`config.mk`:
```
export PLATFORM = sky130hd
export DESIGN_NAME = clk_div_multi
export DESIGN_NICKNAME = d
export VERILOG_FILES = /design/src/rtl/clk_div_multi.sv
export SDC_FILE = /design/constraint.sdc
export NUM_CORES = 2
export LEC_CHECK = 0
export BUFFER_PORTS_ARGS = -buffer_cell sky130_fd_sc_hd__buf_2
export CAP_MARGIN = 20
export CORE_MARGIN = 2
export CORE_UTILIZATION = 29
export CTS_CLUSTER_DIAMETER = 150
export DETAILED_ROUTE_END_ITERATION = 10
export PLACE_DENSITY_LB_ADDON = 0.05
export SLEW_MARGIN = 20
export SYNTH_ARGS = -nofsm -noshare
export SYNTH_HDL_FRONTEND = slang
export SYNTH_SLANG_ARGS = --single-unit
```
`constraint.sdc`:
```
create_clock -name clk_100MHz -period 7.64 [get_ports clk_100MHz]
set_input_delay 0.764 -clock clk_100MHz [delete_from_list [all_inputs] [get_ports clk_100MHz]]
set_output_delay 0.764 -clock clk_100MHz [all_outputs]
set_load 0.01 [all_outputs]
```
`src/rtl/clk_div_multi.sv`:
```
// Multi-channel programmable clock divider. Each channel produces a registered square
// wave plus a period-start tick; divisor updates are shadowed and applied at period wrap.
module clk_div_ch #(
    parameter int DIV_W   = 31,
    parameter int DEF_DIV = 20000000
) (
    input  logic             clk_100MHz,
    input  logic             rst_n,
    input  logic             en,
    input  logic             sync,
    input  logic             wr,
    input  logic [DIV_W-1:0] cfg_div,
    output logic             pend,
    output logic             clk_out,
    output logic             tick
);
    logic [DIV_W-1:0] d_q, s_q, cnt_q;
    logic [DIV_W-1:0] d_nxt, s_nxt, cnt_nxt, apply_div;
    logic             run_q, run_nxt, pend_nxt, wrap;
    logic [DIV_W:0]   half;

    always_comb begin
        apply_div = pend ? s_q : d_q;
        s_nxt     = wr ? cfg_div : s_q;
        wrap      = (cnt_q == d_q - DIV_W'(1));
        d_nxt     = d_q;
        pend_nxt  = pend;
        cnt_nxt   = '0;
        run_nxt   = 1'b0;
        if (sync) begin
            // a write landing with sync bypasses the shadow entirely
            d_nxt    = wr ? cfg_div : apply_div;
            pend_nxt = 1'b0;
            run_nxt  = en && (d_nxt != '0);
        end else if (!en || !run_q) begin
            // idle channel: nothing to protect, take the shadow now; a write this edge stays pending
            d_nxt    = apply_div;
            pend_nxt = wr;
            run_nxt  = en && (d_nxt != '0);
        end else begin
            d_nxt    = wrap ? apply_div : d_q;
            pend_nxt = wr || (pend && !wrap);
            cnt_nxt  = wrap ? '0 : cnt_q + DIV_W'(1);
            run_nxt  = (d_nxt != '0);
        end
        if (!run_nxt) cnt_nxt = '0;
        half = ({1'b0, d_nxt} + (DIV_W+1)'(1)) >> 1;
    end

    always_ff @(posedge clk_100MHz) begin
        if (!rst_n) begin
            d_q     <= DIV_W'(DEF_DIV);
            s_q     <= DIV_W'(DEF_DIV);
            cnt_q   <= '0;
            run_q   <= 1'b0;
            pend    <= 1'b0;
            clk_out <= 1'b0;
            tick    <= 1'b0;
        end else begin
            d_q     <= d_nxt;
            s_q     <= s_nxt;
            cnt_q   <= cnt_nxt;
            run_q   <= run_nxt;
            pend    <= pend_nxt;
            clk_out <= run_nxt && ({1'b0, cnt_nxt} < half);
            tick    <= run_nxt && (cnt_nxt == '0);
        end
    end
endmodule

module clk_div_multi #(
    parameter int CH      = 4,
    parameter int DIV_W   = 31,
    parameter int DEF_DIV = 20000000,
    localparam int CW     = (CH > 1) ? $clog2(CH) : 1
) (
    input  logic             clk_100MHz,
    input  logic             rst_n,
    input  logic [CH-1:0]    en,
    input  logic             sync,
    input  logic             cfg_we,
    input  logic [CW-1:0]    cfg_ch,
    input  logic [DIV_W-1:0] cfg_div,
    output logic [CH-1:0]    pend,
    output logic [CH-1:0]    clk_out,
    output logic [CH-1:0]    tick
);
    // out-of-range cfg_ch decodes to no channel, so such writes vanish
    for (genvar i = 0; i < CH; i++) begin : g_ch
        logic wr;
        assign wr = cfg_we && (cfg_ch == CW'(i));
        clk_div_ch #(.DIV_W(DIV_W), .DEF_DIV(DEF_DIV)) u_ch (
            .clk_100MHz (clk_100MHz),
            .rst_n      (rst_n),
            .en         (en[i]),
            .sync       (sync),
            .wr         (wr),
            .cfg_div    (cfg_div),
            .pend       (pend[i]),
            .clk_out    (clk_out[i]),
            .tick       (tick[i])
        );
    end
endmodule
```
# Word level (Yosys, flattened, before mapping)
# Cells that the tools add are included.
# word_totals
input_bits,41
reg_bits,388
out_inout_bits,12
elab_cells,162
# op_classes
n_reduce_logical,62
bitwise,1
n_lt_le_gt_ge,4
n_eq_ne,7
n_addsub,12
muxes,48
# ops
operator,count
31-bit two-way mux,36
31-bit nonzero test,12
"31-bit by 1-bit adder with 32-bit output, second input constant",4
"31-bit by 1-bit adder with 31-bit output, second input constant",4
31-bit equality test,4
31-bit logical NOT,4
31-bit < comparator,4
"31-bit by 1-bit subtractor with 31-bit output, second input constant",4
1-bit logical AND,24
1-bit logical NOT,12
1-bit two-way mux,12
1-bit logical OR,8
"2-bit equality test, second input constant",2
"2-bit by 1-bit equality test with 1-bit output, second input constant",1
2-bit logical NOT,1
2-bit OR reduction,1
1-bit NOT,1

# Logic depth before layout (Yosys ltp)
# depth
depth_word,9
ltp_mapped,35
mapped_depth_nobuf,31

# Hierarchy
# From an unflattened synthesis, not the netlist that was laid out.
# unflattened
cells_unflattened,4227
hier_area_um2,32180.9
# modules_own_cells
module,seq_area_each_um2,area_per_inst_um2,instances,cells_per_inst
clk_div_ch (g_ch[1].u_ch ...),1941.9,8045.2,2,1052
clk_div_ch (g_ch[0].u_ch),1941.9,8089.0,1,1066
clk_div_ch (g_ch[3].u_ch),1941.9,7963.9,1,1053
clk_div_multi,0.0,37.5,1,4

# Worst setup path after synthesis
# OpenSTA, ideal clock, no wires.
# synth_path
kind,reg-to-reg
startpoint,reg g_ch[2].u_ch.d_q[0]
endpoint,reg g_ch[2].u_ch.clk_out
n_path_buf,4
synth_period_minus_slack_ns,6.454
required_ns,7.570
setup_slack_ns,1.186
arrival_time_ns,6.384
path_stages_with_launch,35
path_cell_list,dfxtp_1 > clkbuf_1 > inv_1 > ha_1 > nor3b_2 > nand4_2 > or4b_1 > a211oi_1 > nor3_1 > or3_1 > o311a_1 > buf_6 > buf_4 > mux2i_1 > mux2_2 > inv_1 > ha_1 > o2111ai_1 > or2_2 > clkbuf_1 > or3_1 > nor2_1 > xnor2_1 > ha_1 > nor2b_1 > o21ai_0 > nand2b_1 > a21oi_1 > nor2b_1 > o21ai_0 > nand2b_1 > a21oi_1 > or3_1 > o2111ai_1 > a21oi_1
# synth_between
elab_cells_between_ends,21
cone_classes,add/sub: 2; order compare: 1; eq/ne: 1; mux: 11; reduce/logical: 6
# synth_lines
element,line,source
"start, declared",17,"logic [DIV_W-1:0] d_q, s_q, cnt_q;"
"start signal, assigned",52,d_q <= DIV_W'(DEF_DIV);
"start signal, assigned",60,d_q <= d_nxt;
31-bit by 1-bit subtractor with 31-bit output,25,wrap = (cnt_q == d_q - DIV_W'(1));
31-bit equality test,25,
31-bit two-way mux,41,d_nxt = wrap ? apply_div : d_q;
31-bit two-way mux,35,end else if (!en || !run_q) begin
31-bit two-way mux *,30,if (sync) begin
net g_ch[2].u_ch.d_nxt[0],18,"logic [DIV_W-1:0] d_nxt, s_nxt, cnt_nxt, apply_div;"
31-bit by 1-bit adder with 32-bit output *,47,"half = ({1'b0, d_nxt} + (DIV_W+1)'(1)) >> 1;"
31-bit < comparator *,65,"clk_out <= run_nxt && ({1'b0, cnt_nxt} < half);"
1-bit logical AND *,65,
"end signal, assigned",65,
"end, declared",14,"output logic clk_out,"
# The timed path passes the listed nets; every way through them passes the cells marked *.
# A chain may end at the register's enable or synchronous reset.

# Worst setup path after layout
# layout_path
startpoint,reg g_ch[0].u_ch.d_q[0]
endpoint,reg g_ch[0].u_ch.clk_out
# layout_between
elab_cells_between_ends,21
cone_classes,add/sub: 2; order compare: 1; eq/ne: 1; mux: 11; reduce/logical: 6
# layout_lines
element,line
"start, declared",17
"start signal, assigned",52
"start signal, assigned",60
31-bit by 1-bit subtractor with 31-bit output,25
31-bit equality test,25
31-bit two-way mux,41
31-bit two-way mux,35
31-bit two-way mux,30
net g_ch[0].u_ch.d_nxt[1],18
31-bit by 1-bit adder with 32-bit output,47
31-bit < comparator,65
1-bit logical AND,65
"end signal, assigned",65
"end, declared",14
# The timed path passes the listed nets, and every way through them passes these cells.

==> results summary <==
The run finished with clean final reports. Detailed placement ended at an HPWL of 95700 microns. The fraction of registers with async set/reset is 0%. Once detail routing completed, the nets flagged for antenna violations numbered 0. The count of pins over their slew limit came to 0. The total DRC errors in the routed layout is 0. The worst hold path belongs to the class input port to flip-flop. The synthesized area came out at 30500 sq um. For this design the top-level I/O count stands at 53. The count of buffers added on input and output ports is 52. In the global route stage, overall resource usage came out at 22.8%. The antenna cell count is 0. The mean post-synth cell area is 7.37 sq um.

Synthesis inferred 388 register bits. The final number of setup-violating endpoints came out at 0. The number of vias after detailed routing is 29387. The initialized floorplan defines 118 standard-cell rows. The number of nets in the synthesized netlist came out at 4313. The worst setup path is launched from a flip-flop.

For the worst-skew pair, the clock arrives at the later sink with an insertion delay of 670 ps. The worst vdd rail ir drop came out at 0.142 mV. The total clock sinks is 388. The total grt overflow is 0. Clock-pin slew was measured on the worst setup and hold paths at 60 ps. The placer congestion estimate is 0.883. The clock passes through at most 3 buffers.

The area growth from synthesis to layout is 12.8%. The actual slew at the worst max-slew pin came out at 1070 ps. In the post-route analysis, the smallest setup slack over all paths is 454 ps.

The first global-routing pass estimated 187000 microns of wire. The number of endpoints with negative hold slack in the final report is 0. The data arrival time of the critical path came out at 7770 ps. dfxtp_1 takes more of the synthesized area than any other cell.

The die span in x came out at 328 microns. The cell that appears most often on the critical path is a21oi_1. The area enclosed by the die boundary came out at 108000 sq um.

The standard cell with the maximum stage delay on the critical path is or4_1. The post-CTS setup buffer count came out at 0. The maximum operating frequency is 139 MHz. The peak fanout along the critical path is 12. The design draws 5.84 mW. The top cell types in the final layout, fill and taps aside, are nor2_1 (553), nand2_1 (530), dfxtp_1 (384). The placed instance count came out at 5444. The finished cells cover 34400 sq um. The CTS H-tree depth came out at 2. The number of optimization iterations in the first detailed-route pass came out at 5. The net count of the finished layout is 4292.

For this run, the register share of the synthesized area comes to 25.5%. For this run, the number of Yosys warnings is 0. The data required time at the worst endpoint came out at 8230 ps.

The worst register-to-register path has a setup slack of 450 ps. The overall routed net length is 125000 microns. The share of total power consumed by net switching came out at 30.8%. In this run, flip-flops and latches consume 37.6% of the power. The number of antenna violations at the first check in global routing came out at 2. The clock period minus final worst setup slack is 7190 ps.

The tightest slew margin relative to the limit is 28.4%. In this design, the stage delay of the slowest critical-path cell is 600 ps. The standard cell area after detailed placement is 32600 sq um. The minimum setup slack after placement came out at 353 ps.

The number of buffers created by CTS is 53. Hold timing on the final database bottoms out at a slack of 430 ps. Of the total power, combinational logic draws 16.8%. The detailed router finished its first iteration with 2452 violations. The via count of the first global-routing pass came out at 27850. The post-detailed-route via-to-cell ratio came out at 5.30. Synthesis handed over a netlist of 4140 instances. The switching component of the power is 1.80 mW. Excluding fillers, the count of instances in the completed layout stands at 5541. For this run, the leading register cell type out of synthesis is dfxtp_1. The share of cells above drive strength 1 is 10.5%. The initial cell density of the core came out at 29.4%.

After synthesis, the largest area contributor takes up 25.5% of total cell area. The cell depth of the worst flop-to-flop path came out at 29. The worst setup path is captured at a flip-flop.

By area the synthesized netlist is led by dfxtp_1 (25%), nor2_1 (6.8%), nand2_1 (6.5%). The static leakage is 12.7 nW. The routed length per instance came out at 22.6 microns. Counting flops with a built-in enable in the synthesized netlist gives 0.

The internal power of the cells totals 4.04 mW. In the finished design, the share of the clock period the worst path needs comes to 94.1%. The placeable core region came out at 104000 sq um. Clock skew on the completed layout was measured at 12.0 ps. The hold-critical path depth is 2. Dividing total power by cell area gives a power density of 170 nW/um^2. The number of resized instances in the post-cts repair step came out at 0. Max-cap violations in this run came to 0. The share of power burned in the clock network came out at 45.7%. The library cell used most frequently in the layout, excluding fill and tap cells, is nor2_1. The tree is rooted in a clkbuf_16.

The die is 328 microns tall. Counting distinct cell types in the post-synthesis netlist gives 101. The classification of the worst setup path is flip-flop to flip-flop. The maximum number of pins on one net before global-route repair is 89. TritonCTS built the clock tree. The number of hold buffers added after CTS came out at 0.
stage by stage:
step                TNS [ps]  util (%)
global placement           0      31.3
CTS                        0      33.1
global route          -0.852      33.1
finish                     0      33.1
floorplan                  0         -
detailed placement         0      31.3
cell families (layout without fill, tap and decap cells):
family | after synthesis | after routing | synth area share, %
xor gates and xnor gates | 386 | 386 | 11.1
and+or+nand+nor | 1929 | 1929 | 31.5
AOI/OAI and AO/OA | 763 | 763 | 15.7
DFF | 388 | 388 | 25.5
adders and majority gates | 132 | 132 | 5.41
buffers and inverters | 369 | 390 | 5.02
muxes | 173 | 173 | 5.81
synthesized netlist by cell type, drive strengths merged, types with 39 or more instances:
library cell	instances
a21oi	241
and2	61
and3	52
buf	72
clkbuf	221
dfxtp	388
ha	132
inv	74
mux2i	144
nand2	530
nand2b	39
nand3	143
nand4	115
nor2	557
nor2b	40
nor3	107
nor4	85
o21ai	199
or3	39
or4	39
xnor2	200
xor2	186
metal layers:
layer | track usage, % | routed length, microns
met1 | 33.2 | 62200
met2 | 35.7 | 55400
met3 | 2.48 | 5200
met4 | 5.38 | 2530
met5 | 0 | 20
area by class of cell:
| cell class | count | area, sq um |
|---|---|---|
| fillers | 11328 | 69500 |
| well taps | 1380 | 1730 |
| clock buffers | 77 | 1590 |
| multi-input cells | 3383 | 21300 |
| repair buffers | 217 | 1520 |
| clock inverters | 20 | 235 |
| flip-flops and latches | 388 | 7770 |
| inverters | 76 | 292 |
worst max-delay path: cells and delay by family, from the launching register on:
family          cells  cell delay [ps]
fa+ha+maj           3              760
compound gates     11             1690
simple gates       13             4030
xor+xnor            1              160
buf+inv             1              110
flops               1              350
worst paths after layout:
check	endpoint	startpoint
min reg2reg	g_ch[2].u_ch.s_q[29]	g_ch[2].u_ch.s_q[29]
max reg2reg	g_ch[0].u_ch.clk_out	g_ch[0].u_ch.d_q[0]
min	g_ch[0].u_ch.d_q[20]	rst_n
max	g_ch[0].u_ch.clk_out	g_ch[0].u_ch.d_q[0]
power groups by stage:
| stage | registers (mW) | logic, mW | clock network, mW |
|---|---|---|---|
| global placement | 2.24 | 0.980 | 0 |
| CTS | 2.19 | 0.975 | 2.75 |
| finish | 2.19 | 0.979 | 2.67 |
| floorplan | 2.17 | 0.635 | 0 |
| detailed placement | 2.24 | 0.970 | 0 |
| global route | 2.20 | 1.07 | 2.83 |
sequential cells by signal (all words and copies together) (netlist names):
name,flops
g_ch.u_ch.pend,4
g_ch.u_ch.d_q,124
g_ch.u_ch.s_q,124
g_ch.u_ch.clk_out,4
g_ch.u_ch.tick,4
g_ch.u_ch.run_q,4
g_ch.u_ch.cnt_q,124
Note: power is estimated with default switching activity, not from simulation.
